--- src/rtl/rhythm_hit_judge.sv ---
// rhythm_hit_judge: grades each note as PERFECT / GOOD / MISS from the cycle
// distance between the note-arrival pulse and the debounced push pulse. It also
// keeps a saturating score, combo and max combo for the display stage.
// Optional feature macro: STRAY_PENALTY_EN. When defined, a push with no open
// note counts as a MISS.
module rhythm_hit_judge #(
    parameter int PERFECT_WIN = 1_000_000,
    parameter int GOOD_WIN    = 5_000_000,
    parameter int CNT_W       = 23,
    parameter int SCORE_W     = 16,
    parameter int COMBO_W     = 10,
    parameter int PERFECT_PTS = 2,
    parameter int GOOD_PTS    = 1
) (
    input  logic               i_Clk,
    input  logic               i_Rst,
    input  logic               i_fPush,
    input  logic               i_fNote,
    output logic               o_fPerfect,
    output logic               o_fGood,
    output logic               o_fMiss,
    output logic [1:0]         o_Judge,
    output logic [SCORE_W-1:0] o_Score,
    output logic [COMBO_W-1:0] o_Combo,
    output logic [COMBO_W-1:0] o_MaxCombo
);

    typedef enum logic {S_IDLE = 1'b0, S_OPEN = 1'b1} state_t;

    localparam logic [CNT_W-1:0]   PERFECT_LIM = CNT_W'(PERFECT_WIN);
    localparam logic [CNT_W-1:0]   EXPIRE_CNT  = CNT_W'(GOOD_WIN - 1);
    localparam logic [SCORE_W-1:0] PERFECT_ADD = SCORE_W'(PERFECT_PTS);
    localparam logic [SCORE_W-1:0] GOOD_ADD    = SCORE_W'(GOOD_PTS);

    state_t             state, state_nxt;
    logic [CNT_W-1:0]   cnt_p0, cnt_nxt;

    logic               perfect_p0, good_p0, miss_p0, stray_p0;
    logic [COMBO_W-1:0] combo_inc_p0;
    logic [COMBO_W-1:0] max_inc_p0;

    function automatic logic [SCORE_W-1:0] sat_add_score(
        input logic [SCORE_W-1:0] s,
        input logic [SCORE_W-1:0] pts
    );
        logic [SCORE_W:0] sum;
        sum = {1'b0, s} + {1'b0, pts};
        return sum[SCORE_W] ? {SCORE_W{1'b1}} : sum[SCORE_W-1:0];
    endfunction

    function automatic logic [COMBO_W-1:0] sat_inc_combo(input logic [COMBO_W-1:0] c);
        return (c == {COMBO_W{1'b1}}) ? c : c + COMBO_W'(1);
    endfunction

    // State register: window state and distance counter.
    always_ff @(posedge i_Clk or posedge i_Rst) begin
        if (i_Rst) begin
            state  <= S_IDLE;
            cnt_p0 <= '0;
        end else begin
            state  <= state_nxt;
            cnt_p0 <= cnt_nxt;
        end
    end

    // Next state: a new note always restarts the window; a push or expiry closes it.
    always_comb begin
        state_nxt = state;
        cnt_nxt   = cnt_p0;
        case (state)
            S_IDLE: begin
                if (i_fNote && !i_fPush) begin
                    state_nxt = S_OPEN;
                    cnt_nxt   = '0;
                end
            end
            S_OPEN: begin
                if (i_fNote) begin
                    cnt_nxt = '0;
                end else if (i_fPush || cnt_p0 == EXPIRE_CNT) begin
                    state_nxt = S_IDLE;
                    cnt_nxt   = '0;
                end else begin
                    cnt_nxt = cnt_p0 + CNT_W'(1);
                end
            end
            default: begin
                state_nxt = S_IDLE;
                cnt_nxt   = '0;
            end
        endcase
    end

    // Judgement decode for the current cycle. A push in the expiry cycle still
    // counts as GOOD because the counter has not yet reached GOOD_WIN.
    always_comb begin
        perfect_p0 = 1'b0;
        good_p0    = 1'b0;
        miss_p0    = 1'b0;
        stray_p0   = 1'b0;
        if (state == S_OPEN) begin
            perfect_p0 = i_fPush && (cnt_p0 < PERFECT_LIM);
            good_p0    = i_fPush && (cnt_p0 >= PERFECT_LIM);
            miss_p0    = !i_fPush && (i_fNote || cnt_p0 == EXPIRE_CNT);
        end else begin
            perfect_p0 = i_fPush && i_fNote;
`ifdef STRAY_PENALTY_EN
            stray_p0   = i_fPush && !i_fNote;
`else
            stray_p0   = 1'b0;
`endif
        end
        combo_inc_p0 = sat_inc_combo(o_Combo);
        max_inc_p0   = (combo_inc_p0 > o_MaxCombo) ? combo_inc_p0 : o_MaxCombo;
    end

    // ---- stage p0 -> p1: registered judgement pulses and scoreboard ----
    // Output register: one-cycle pulses plus score / combo bookkeeping.
    always_ff @(posedge i_Clk or posedge i_Rst) begin
        if (i_Rst) begin
            o_fPerfect <= 1'b0;
            o_fGood    <= 1'b0;
            o_fMiss    <= 1'b0;
            o_Judge    <= 2'd0;
            o_Score    <= '0;
            o_Combo    <= '0;
            o_MaxCombo <= '0;
        end else begin
            o_fPerfect <= perfect_p0;
            o_fGood    <= good_p0;
            o_fMiss    <= miss_p0 || stray_p0;
            if (perfect_p0) begin
                o_Judge    <= 2'd1;
                o_Score    <= sat_add_score(o_Score, PERFECT_ADD);
                o_Combo    <= combo_inc_p0;
                o_MaxCombo <= max_inc_p0;
            end else if (good_p0) begin
                o_Judge    <= 2'd2;
                o_Score    <= sat_add_score(o_Score, GOOD_ADD);
                o_Combo    <= combo_inc_p0;
                o_MaxCombo <= max_inc_p0;
            end else if (miss_p0 || stray_p0) begin
                o_Judge <= 2'd3;
                o_Combo <= '0;
            end
        end
    end

endmodule

--- config.mk ---
export PLATFORM = sky130hd
export DESIGN_NAME = rhythm_hit_judge
export DESIGN_NICKNAME = d
export VERILOG_FILES = /design/src/rtl/rhythm_hit_judge.sv
export SDC_FILE = /design/constraint.sdc
export NUM_CORES = 1
export LEC_CHECK = 0
export CORE_MARGIN = 2
export CORE_UTILIZATION = 50
export DETAILED_ROUTE_END_ITERATION = 10
export PLACE_DENSITY = 0.72
export SYNTH_ARGS = -nofsm -noshare
export SYNTH_HDL_FRONTEND = slang
export SYNTH_SLANG_ARGS = --single-unit
--- constraint.sdc ---
create_clock -name i_Clk -period 4.1 [get_ports i_Clk]
set_input_delay 0.615 -clock i_Clk [delete_from_list [all_inputs] [get_ports i_Clk]]
set_output_delay 0.615 -clock i_Clk [all_outputs]
set_load 0.1 [all_outputs]
==> impl_results.md <==
- DRC Markers: 0
- Clock Power Share: 0.216
- Largest family of logic cells by synthesized area: simple AND/OR/NAND/NOR gates
- CTS Root Cell: clkbuf_8
- Status: complete, no violations
- Synth warn: 0
- Wire length on met2: 4.86 mm
- Post-synth EDFFs: 0
- # Max-Cap Violations: 0
- N_diodes: 0
- Final min period: 3.31 ns
- Final std cells w/o fill: 631
- Fill count: 712
- Hold depth: 2
- Final setup vio count: 0
- First-pass detailed-route iteration total: 5
- Num CTS Buffers: 9
- TNS Setup: 0 ns
- Power per Cell Area: 540 nW/um^2
- Routability congestion estimate: just over 0.9
- Via density: 6.05
- Post-synthesis mux area share: 0.0394
- Synth Flop Type: dfrtp_1
- Max Used Layer: met4
- Dpl cell area: 4680 um^2
- CTS sink cnt: 65
- Post-Place Cells: around 620
- CTS tree: built
- Fin crit share: 0.807
- Setup Crit Path Kind: reg -> reg
- Hold Crit Class: reg -> reg
- Share of synthesized cell area in and, or, nand and nor gates: 0.236
- Distinct cells, synth: 66
- Normalized max-slew margin: 0.302
- Worst r2r path cells: 10
- Final nets: 540
- H-tree depth: 3
- Area growth, synth to finish: 16.5%
- Psw: 1270 uW
- Routed via count: 3,816
- Ys async rst share: 1.00
- Internal power: 1370 uW
- Drt initial violations: between 200 and 300
- Worst EP required: 4.35 ns
- Met3 routed WL: 510 um
- Seq/Total Area, Yosys: 0.388
- RSZ-0062 raised after global routing: false
- Post-route antenna net violation count: 0
- Ports: 45
- Hold Fails Final Rpt: 0
- CP max FO: 10
- Sw frac: 0.482
- Clk slew on worst S/H paths: roughly 0.080 ns
- Chip Width: 95.6 um
- Clk Latency, worst-skew pair: about 0.36 ns
- Layout cell share with drive strength beyond 1: 0.0875
- First-pass GRT wire length: 17.1 mm
- Antenna violations before repair: 0
- Die area: roughly 9100 um^2
- CP Launch Type: flip-flop
- Flop and latch count out of synthesis: 65
- Place WS: 0.796 ns
- Area of the mapped netlist: between 4000 and 5000 um^2
- Worst Slack Setup Final: 0.793 ns
- Largest net degree at the start of global routing: between 40 and 50
- Post-Synth XOR/XNOR Area: 0.0334
- Max Slew Vio Count: 0
- Initial core utilization: 0.513
- Total Routing Usage GR: 0.237
- FF-to-FF setup slack: 0.79 ns
- Avg Inst Size Synth: 8.63 um^2
- Leak pwr: 0.00203 uW
- Post-CTS Setup Inserts: 0
- Synthesized instance count: between 400 and 500
- Core area: 8180 um^2
- Slew @ Worst Pin: 1.04 ns
- Worst VDD drop: 227 uV
- Synth Area in Compound Gates: 0.213
- Reg power frac: 0.325
- Clock skew: 0.0123 ns
- Total gr overflow: 0
- Post-synth net total: roughly 510
- Met1 wire length: about 4.6 mm
- Buffers on Ports: 44
- Fin area: 4890 um^2
- Row cnt: 33
- Fmax: 0.302 GHz
- Routed WL per cell: 16.1 um
- Worst setup EP type: flip-flop
- CP arrival: 3.55 ns
- Adder-Cell Fraction of Synth Area: 0.0448
- Total wire length: 10.2 mm
- Final HPWL DP: 7.12 mm
- Gate power share: 0.458
- Die height: 95.6 um
- Clock Tree Buf Depth: 2
- Final Power: 2640 uW
- Post-CTS sizing: 0
- Vias in the first global route: 3,606
- # hold bufs at CTS: 0
-- final timing paths --
kind / start / to
max: o_Combo[0] / o_MaxCombo[4]
min reg2reg: o_Judge[1] / o_Judge[1]
min: o_Judge[1] / o_Judge[1]
max in group asynchronous: i_Rst / cnt_p0[20]
max reg2reg: o_Combo[0] / o_MaxCombo[4]
min in group asynchronous: i_Rst / cnt_p0[0]
-- cells by family after synthesis --
family / count (synthesis)
fa+ha+maj: 15
buf+inv: 46
flops: 65
simple gates: 194
xor+xnor: 16
compound gates: 135
mux: 15
-- synth_stat cells (all sizes together) (9+ instances only) --
master / number / area share
and3: 13 / 0.019
a31oi: 15 / 0.022
dfrtp: 65 / 0.39
mux2: 12 / 0.032
buf: 10 / 0.013
nand2: 56 / 0.051
inv: 23 / 0.021
nor3: 14 / 0.018
clkbuf: 13 / 0.012
nand3: 26 / 0.031
nand4: 17 / 0.028
nor2: 43 / 0.041
a21oi: 23 / 0.028
ha: 15 / 0.045
o21ai: 48 / 0.057
xnor2: 9 / 0.019
-- state kept, by name, summed over array words and instances (netlist names) --
| register | flops |
|---|---|
| o_fMiss | 1 |
| o_fGood | 1 |
| o_fPerfect | 1 |
| o_MaxCombo | 10 |
| o_Judge | 2 |
| o_Score | 16 |
| cnt_p0 | 23 |
| state | 1 |
| o_Combo | 10 |
-- power groups by stage --
stage               clock (uW)  combinational, uW  sequential, uW
floorplan                    0                425            1370
global placement             0               1190             863
detailed placement           0               1210             867
CTS                        581               1220             855
global route               609               1280             877
finish                     571               1210             859
-- worst max-delay path, cell delays in order, from the launching register on --
cell and delay (ns):
dfrtp_1 0.47, ha_1 0.36, nand3_1 0.20, nor2_2 0.25
mux2_2 0.40, ha_1 0.31, a21o_1 0.17, a221oi_1 0.24
o21ai_0 0.15, o211ai_2 0.24, mux2_2 0.39
-- placed cells by master, fill, tap and decap left out, drive strengths merged, types with 14 or more instances in the layout --
cell type      netlist  routed
nand3               26      26
inv                 23      24
clkdlybuf4s50        0      44
dfrtp               65      65
nor3                14      14
nand4               17      17
ha                  15      15
o21ai               48      48
a21oi               23      23
nor2                43      43
nand2               56      56
a31oi               15      15
-- layer usage --
| metal | global-route usage | vias to the layer above |
|---|---|---|
| met5 | 0 | - |
| met4 | 0.102 | 0 |
| met3 | 0.0340 | 13 |
| li1 | - | 1860 |
| met1 | 0.320 | 1822 |
| met2 | 0.379 | 121 |
-- per-stage QoR --
stage / utilization / hold WS (ns)
6_report: 0.598 / 0.520
5_1_grt: 0.598 / 0.547
4_1_cts: 0.598 / 0.522
3_5_place_dp: 0.573 / 0.510
3_3_place_gp: 0.573 / 0.497
2_1_floorplan: - / 0.466
-- layout make-up --
cell class                      count  area, um^2  share of cell area
Tap cell                          105         131              0.0269
Inverter                           23        86.3              0.0177
Clock buffer                       10         138              0.0282
Clock inverter                      6        66.3              0.0136
Timing Repair Buffer               47         463              0.0948
Sequential cell                    65        1630               0.333
Multi-Input combinational cell    375        2370               0.486
No activity file was read; power rests on OpenSTA's default activity.
